`src/rtl/cp0_exc_ctrl_if.sv`:
```
// rtl/cp0_exc_ctrl_if.sv - pipeline/CP0 side bundle for cp0_exc_ctrl (IntReq present under CP0_EXT_INT_EN)
interface cp0_exc_ctrl_if;
`ifdef CP0_EXT_INT_EN
    logic [5:0]  IntReq;
`endif
    logic        ExcReq;
    logic [4:0]  ExcCode;
    logic [31:0] ExcPC;
    logic        Eret;
    logic        MtcReq;
    logic [4:0]  MtcReg;
    logic [31:0] MtcData;
    logic        MtcAck;
    logic        CP0Wr;
    logic [4:0]  W_Reg;
    logic [31:0] W_data;
    logic [4:0]  R_Reg;
    logic [31:0] R_data;
    logic        Stall;
    logic        PCRedirect;
    logic [31:0] RedirectPC;

    modport master (
`ifdef CP0_EXT_INT_EN
        output IntReq,
`endif
        output ExcReq, ExcCode, ExcPC, Eret, MtcReq, MtcReg, MtcData, R_data,
        input  MtcAck, CP0Wr, W_Reg, W_data, R_Reg, Stall, PCRedirect, RedirectPC
    );

    modport slave (
`ifdef CP0_EXT_INT_EN
        input  IntReq,
`endif
        input  ExcReq, ExcCode, ExcPC, Eret, MtcReq, MtcReg, MtcData, R_data,
        output MtcAck, CP0Wr, W_Reg, W_data, R_Reg, Stall, PCRedirect, RedirectPC
    );
endinterface

```
`src/rtl/cp0_exc_ctrl.sv`:
```
// rtl/cp0_exc_ctrl.sv - CP0 exception/ERET sequencer and single-port write arbiter
// Define CP0_EXT_INT_EN to accept masked external interrupts as code-0 exceptions.
module cp0_exc_ctrl #(
    parameter logic [31:0] HANDLER_ADDR = 32'h0000_0180,
    parameter logic [4:0]  STATUS_REG   = 5'd12,
    parameter logic [4:0]  CAUSE_REG    = 5'd13,
    parameter logic [4:0]  EPC_REG      = 5'd14
) (
    input logic           CLK,
    input logic           Reset,
    cp0_exc_ctrl_if.slave bus
);

    typedef enum logic [2:0] {
        S_IDLE, S_W_EPC, S_W_CAUSE, S_W_STATUS, S_ERET_RD, S_ERET_CLR, S_REDIR
    } state_t;

    state_t      state_q, state_d;
    logic [31:0] epc_q, epc_d;
    logic [31:0] status_q, status_d;
    logic [4:0]  code_q, code_d;
    logic [31:0] redir_q, redir_d;
    logic        int_take;
    logic [5:0]  ip_w;

    logic        cp0_wr, mtc_ack, stall, pc_redirect;
    logic [4:0]  w_reg, r_reg;
    logic [31:0] w_data, redirect_pc;

`ifdef CP0_EXT_INT_EN
    logic [5:0]  ip_q, ip_d;
    assign int_take = bus.R_data[0] & ~bus.R_data[1] & (|(bus.IntReq & bus.R_data[15:10]));
    assign ip_w     = ip_q;
`else
    assign int_take = 1'b0;
    assign ip_w     = 6'd0;
`endif

    always_comb begin
        state_d     = state_q;
        epc_d       = epc_q;
        status_d    = status_q;
        code_d      = code_q;
        redir_d     = redir_q;
`ifdef CP0_EXT_INT_EN
        ip_d        = ip_q;
`endif
        cp0_wr      = 1'b0;
        w_reg       = 5'd0;
        w_data      = 32'd0;
        r_reg       = STATUS_REG;
        mtc_ack     = 1'b0;
        stall       = 1'b1;
        pc_redirect = 1'b0;
        redirect_pc = 32'd0;

        case (state_q)
            S_IDLE: begin
                stall = 1'b0;
                if (bus.ExcReq || int_take) begin
                    epc_d    = bus.ExcPC;
                    code_d   = bus.ExcReq ? bus.ExcCode : 5'd0;
                    status_d = bus.R_data;
`ifdef CP0_EXT_INT_EN
                    ip_d     = bus.IntReq;
`endif
                    // A nested exception keeps the original EPC intact.
                    state_d  = bus.R_data[1] ? S_W_CAUSE : S_W_EPC;
                end else if (bus.Eret) begin
                    status_d = bus.R_data;
                    state_d  = S_ERET_RD;
                end else if (bus.MtcReq) begin
                    cp0_wr  = 1'b1;
                    w_reg   = bus.MtcReg;
                    w_data  = bus.MtcData;
                    mtc_ack = 1'b1;
                end
            end
            S_W_EPC: begin
                cp0_wr  = 1'b1;
                w_reg   = EPC_REG;
                w_data  = epc_q;
                state_d = S_W_CAUSE;
            end
            S_W_CAUSE: begin
                cp0_wr  = 1'b1;
                w_reg   = CAUSE_REG;
                w_data  = {16'd0, ip_w, 3'd0, code_q, 2'b00};
                state_d = S_W_STATUS;
            end
            S_W_STATUS: begin
                cp0_wr  = 1'b1;
                w_reg   = STATUS_REG;
                w_data  = status_q | 32'h2;
                redir_d = HANDLER_ADDR;
                state_d = S_REDIR;
            end
            S_ERET_RD: begin
                r_reg   = EPC_REG;
                redir_d = bus.R_data;
                state_d = S_ERET_CLR;
            end
            S_ERET_CLR: begin
                cp0_wr  = 1'b1;
                w_reg   = STATUS_REG;
                w_data  = status_q & ~32'h2;
                state_d = S_REDIR;
            end
            S_REDIR: begin
                pc_redirect = 1'b1;
                redirect_pc = redir_q;
                state_d     = S_IDLE;
            end
            default: state_d = S_IDLE;
        endcase

        // The reset cycle must not disturb CP0 or the pipeline.
        if (Reset) begin
            cp0_wr      = 1'b0;
            w_reg       = 5'd0;
            w_data      = 32'd0;
            mtc_ack     = 1'b0;
            stall       = 1'b0;
            pc_redirect = 1'b0;
            redirect_pc = 32'd0;
        end
    end

    always_ff @(posedge CLK) begin
        if (Reset) begin
            state_q  <= S_IDLE;
            epc_q    <= 32'd0;
            status_q <= 32'd0;
            code_q   <= 5'd0;
            redir_q  <= 32'd0;
`ifdef CP0_EXT_INT_EN
            ip_q     <= 6'd0;
`endif
        end else begin
            state_q  <= state_d;
            epc_q    <= epc_d;
            status_q <= status_d;
            code_q   <= code_d;
            redir_q  <= redir_d;
`ifdef CP0_EXT_INT_EN
            ip_q     <= ip_d;
`endif
        end
    end

    assign bus.CP0Wr      = cp0_wr;
    assign bus.W_Reg      = w_reg;
    assign bus.W_data     = w_data;
    assign bus.R_Reg      = r_reg;
    assign bus.MtcAck     = mtc_ack;
    assign bus.Stall      = stall;
    assign bus.PCRedirect = pc_redirect;
    assign bus.RedirectPC = redirect_pc;

endmodule

```
`src/flat_wrapper.sv`:
```
// flat-port wrapper written by rule: the top's interface ports become plain ports
module cp0_exc_ctrl_flat 
#(
    parameter logic [31:0] HANDLER_ADDR = 32'h0000_0180,
    parameter logic [4:0]  STATUS_REG   = 5'd12,
    parameter logic [4:0]  CAUSE_REG    = 5'd13,
    parameter logic [4:0]  EPC_REG      = 5'd14
)
  (CLK, Reset, bus_ExcReq, bus_ExcCode, bus_ExcPC, bus_Eret, bus_MtcReq, bus_MtcReg, bus_MtcData, bus_R_data, bus_MtcAck, bus_CP0Wr, bus_W_Reg, bus_W_data, bus_R_Reg, bus_Stall, bus_PCRedirect, bus_RedirectPC);
  cp0_exc_ctrl_if bus_i ();
  input logic CLK;
  input logic Reset;
  input wire logic [$bits(bus_i.ExcReq)-1:0] bus_ExcReq;
  input wire logic [$bits(bus_i.ExcCode)-1:0] bus_ExcCode;
  input wire logic [$bits(bus_i.ExcPC)-1:0] bus_ExcPC;
  input wire logic [$bits(bus_i.Eret)-1:0] bus_Eret;
  input wire logic [$bits(bus_i.MtcReq)-1:0] bus_MtcReq;
  input wire logic [$bits(bus_i.MtcReg)-1:0] bus_MtcReg;
  input wire logic [$bits(bus_i.MtcData)-1:0] bus_MtcData;
  input wire logic [$bits(bus_i.R_data)-1:0] bus_R_data;
  output wire logic [$bits(bus_i.MtcAck)-1:0] bus_MtcAck;
  output wire logic [$bits(bus_i.CP0Wr)-1:0] bus_CP0Wr;
  output wire logic [$bits(bus_i.W_Reg)-1:0] bus_W_Reg;
  output wire logic [$bits(bus_i.W_data)-1:0] bus_W_data;
  output wire logic [$bits(bus_i.R_Reg)-1:0] bus_R_Reg;
  output wire logic [$bits(bus_i.Stall)-1:0] bus_Stall;
  output wire logic [$bits(bus_i.PCRedirect)-1:0] bus_PCRedirect;
  output wire logic [$bits(bus_i.RedirectPC)-1:0] bus_RedirectPC;
  assign bus_i.ExcReq = bus_ExcReq;
  assign bus_i.ExcCode = bus_ExcCode;
  assign bus_i.ExcPC = bus_ExcPC;
  assign bus_i.Eret = bus_Eret;
  assign bus_i.MtcReq = bus_MtcReq;
  assign bus_i.MtcReg = bus_MtcReg;
  assign bus_i.MtcData = bus_MtcData;
  assign bus_i.R_data = bus_R_data;
  assign bus_MtcAck = bus_i.MtcAck;
  assign bus_CP0Wr = bus_i.CP0Wr;
  assign bus_W_Reg = bus_i.W_Reg;
  assign bus_W_data = bus_i.W_data;
  assign bus_R_Reg = bus_i.R_Reg;
  assign bus_Stall = bus_i.Stall;
  assign bus_PCRedirect = bus_i.PCRedirect;
  assign bus_RedirectPC = bus_i.RedirectPC;
  cp0_exc_ctrl #(.HANDLER_ADDR(HANDLER_ADDR), .STATUS_REG(STATUS_REG), .CAUSE_REG(CAUSE_REG), .EPC_REG(EPC_REG)) u_core (.CLK(CLK), .Reset(Reset), .bus(bus_i));
endmodule
```
`config.mk`:
```
export PLATFORM = sky130hd
export DESIGN_NAME = cp0_exc_ctrl_flat
export DESIGN_NICKNAME = d
export VERILOG_FILES = /design/src/rtl/cp0_exc_ctrl_if.sv /design/src/rtl/cp0_exc_ctrl.sv /design/src/flat_wrapper.sv
export SDC_FILE = /design/constraint.sdc
export NUM_CORES = 1
export LEC_CHECK = 0
export ABC_CLOCK_PERIOD_IN_PS = 1700
export CORE_UTILIZATION = 40
export CTS_CLUSTER_SIZE = 8
export DETAILED_ROUTE_END_ITERATION = 8
export PLACE_DENSITY = 0.79
export SLEW_MARGIN = 20
export SYNTH_ARGS = -nofsm -noshare
export SYNTH_HDL_FRONTEND = slang
export SYNTH_SLANG_ARGS = --single-unit
```
`constraint.sdc`:
```
create_clock -name CLK -period 1.7 [get_ports CLK]
set_clock_uncertainty 0.15 [all_clocks]
set_input_delay 0.34 -clock CLK [delete_from_list [all_inputs] [get_ports CLK]]
set_output_delay 0.34 -clock CLK [all_outputs]
set_load 0.02 [all_outputs]
```
==> results.ini <==
[synth]
syn-cell-area_sq_um = 5021
avgSynthCellArea_sq_um = 7.737
synth-xor-area-share_pct = 0.1744
yosys_warnings = 0
synth.area.mux_share_pct = 5.981
yosysUniqueCellTypes = 36
synth-compound-area-share_pct = 22.50
async_reset_ff_share_pct = 0
synth-simple-area-share_pct = 23.75
synth_edf_count = 0
ys_seq_area_share_pct = 41.07
synth_top_area_cell = dfxtp_1
synth_seq_cells = 103
synthCells = 649
synthTopCellsByArea = dfxtp_1 41%, nand2_1 13%, a21oi_1 7.9%, mux2i_1 6.0%, a22oi_1 4.6%
synth_top_cell_area_share_pct = 41.07
synth_adder_area_share_pct = 0
synth_top_family_by_area = simple AND/OR/NAND/NOR gates
ys.flop_type = dfxtp_1

[power]
pwr-share-clk_pct = 18.5
p_leak_nw = 3.538
p_per_area_nw_per_um2 = 1280
p_int_w = 0.007073
net-switching-power_w = 0.004431
power_frac_seq_pct = 28.9
comb_power_share_pct = 52.6
swShare_pct = 38.51
vdd_ir_drop_max_mv = 0.8480

[run_status]
status = finished with violations
violations = negative setup slack

[grt]
antenna_found_initial = 0
grt-ovfl-total = 0
grt_pass1_wl_mm = 28.03
grt_pass1_vias = 5291
grt_max_degree = 61
grt_usage_pct = 27.95

[placement]
gp_congestion = 0.8745
portBuffers = 184
placed_area_sq_um = 7619
hpwl_mm = 12.22

[clock_tree]
clk_path_buf_depth = 2
clk_latency_ns = 0.35
cts_sinks = 103
cts_tree = yes
cts-root-buf = clkbuf_16
cts-buffers-inserted = 9
cts.htree.levels = 3
path_clk_slew_ns = 0.07
cts_hold_buf = 0

[die]
die_height_um = 114.0
core.rowCount = 40
dieArea_sq_um = 13010
core_sq_um = 12110
io_pins = 189
fp.dieW_um = 114.0
start_util_pct = 41.46

[sta]
rsz0062_at_grt = yes
max_freq_mhz = 416.1
fin_crit_ns = 2.403
post-route-worst-setup-slack_ns = -0.7033
slew_viol_final = 0
finalCritPeriodShare_pct = 141.4
setup_viol = 128
finalSetupTns_ns = -53.85
hold_viol = 0

[cells_and_area]
finalNetCount = 988
syn_to_final_growth_pct = 78.97
n_antenna_cell = 0
drive_above_1_share_pct = 37.53
design_area_sq_um = 8986

[setup_path]
crit_required_ns = 1.21
worstSetupStartpointType = flop
crit_path_start = u_core.state_q[1]
crit_path_max_fanout = 5
worstPathArrival_ns = 1.91
critPathKind = flop to output pin
r2r_start = u_core.state_q[1]
r2r_slack_ns = -0.32
setup.worst_path.end_class = output pin

[drt]
dr_wl_met2_mm = 10.63
drt-wirelength-per-cell_um = 20.45
dr.pass1.iters = 6
final_antenna_net_count = 0
drc = 0
dr_total_vias = 5918
drt_first_iter_violations = 601
drt_wl_total_mm = 21.47
topRoutingLayerUsed = met4
wl_met1_mm = 8.326
wl_met3_mm = 1.578
avgViaCountPerCell = 5.636

[worst_hold_path]
hp-class = flop to flop
hp-start = u_core.code_q[2]

[run]
maxCapViolations = 0

-- registers in the layout (all words and copies together), names as in the netlist --
name / flops
u_core.redir_q: 32
u_core.epc_q: 32
u_core.code_q: 5
u_core.state_q: 3
u_core.status_q: 31
-- final cells by class --
type                       count  area (sq um)
tap                          168         210.2
clock buffer                  11         242.7
multi-input combinational    482          3391
timing repair buffer         277          2997
fill                         821          3126
inverter                       4         15.01
clock inverter                 5         57.56
sequential                   103          2073
-- worst paths after layout --
kind,to,cells past startpoint
setup / recovery,bus_W_Reg[1],7
hold / removal,u_core.code_q[2],2
setup reg to reg,u_core.redir_q[20],9
hold reg to reg,u_core.code_q[2],2
-- what timing repair did --
item / 4_1_cts / 5_1_grt
pin swaps: 19 / 24
endpoints found under the setup margin: 106 / 136
cloned: 2 / 9
buffers inserted: 22 / 15
gates resized for setup: 393 / 147
-- cells by family after synthesis --
group | Yosys count
other | 2
XOR/XNOR | 1
flip-flops | 103
AO/OA/AOI/OAI | 178
AND/OR/NAND/NOR | 268
multiplexers | 30
buffers and inverters | 67
-- synth_stat cells, types with 3 or more instances --
cell type	number
a21oi_1	79
a221oi_1	3
a222oi_1	3
a22o_1	25
a22oi_1	31
and2_1	34
buf_2	19
buf_4	8
clkbuf_1	34
dfxtp_1	103
inv_1	4
mux2i_1	30
nand2_1	170
nand2b_1	4
nand3b_1	5
nor2_1	40
nor2b_1	3
nor3b_1	3
o21ai_0	7
o22ai_1	25
-- layout by cell type (no fill, tap or decap), drive strengths merged --
cell,count
o21bai,1
and2,34
nand2,170
nor4bb,1
inv,4
nor2,41
buf,161
a22oi,31
nor3b,4
nor2b,3
and2b,1
mux2i,30
a222oi,3
conb,4
clkdlybuf4s50,107
o22ai,25
xor2,1
a21oi,79
nand3b,5
a22o,25
a21o,1
a211oi,1
o21ai,7
nand2b,4
clkinv,4
and3b,1
a221oi,3
a31oi,2
dlygate4sd2,2
dfxtp,103
and3,2
clkbuf,18
nand3,1
bufinv,1
nor3,2
-- power groups by stage --
stage,sequential [W],combinational (W),clock (W)
global placement,0.00325,0.00398,0
detailed placement,0.00328,0.00409,0
global route,0.00336,0.00633,0.00226
floorplan,0.00314,0.00257,0
finish,0.00333,0.00605,0.00213
CTS,0.00325,0.00459,0.00211
-- critical path, stage by stage, from the launching register on --
cell	delay (ns)
dfxtp_4	0.38
nor3_4	0.25
buf_6	0.15
buf_6	0.08
and3_4	0.24
nand2_4	0.06
a211oi_4	0.24
buf_6	0.14
-- metal layers --
metal  vias to the layer above  track usage, %
met3                        77           5.420
met4                         0           12.55
met5                         -               0
met2                       344           47.11
li1                       2685               -
met1                      2812           34.55
-- stage by stage --
step	hold slack (ns)	utilization (%)	std cells	setup slack, ns	power, W
floorplan	0.2812	-	651	-0.1604	0.005703
global placement	0.2871	62.90	989	-1.013	0.007230
detailed placement	0.2960	62.90	989	-1.079	0.007374
CTS	0.2679	67.63	1029	-0.6373	0.009953
global route	0.3282	74.19	1050	-0.8147	0.01195
finish	0.3081	74.19	1050	-0.7033	0.01150
Power figures use the tool's default switching activity.
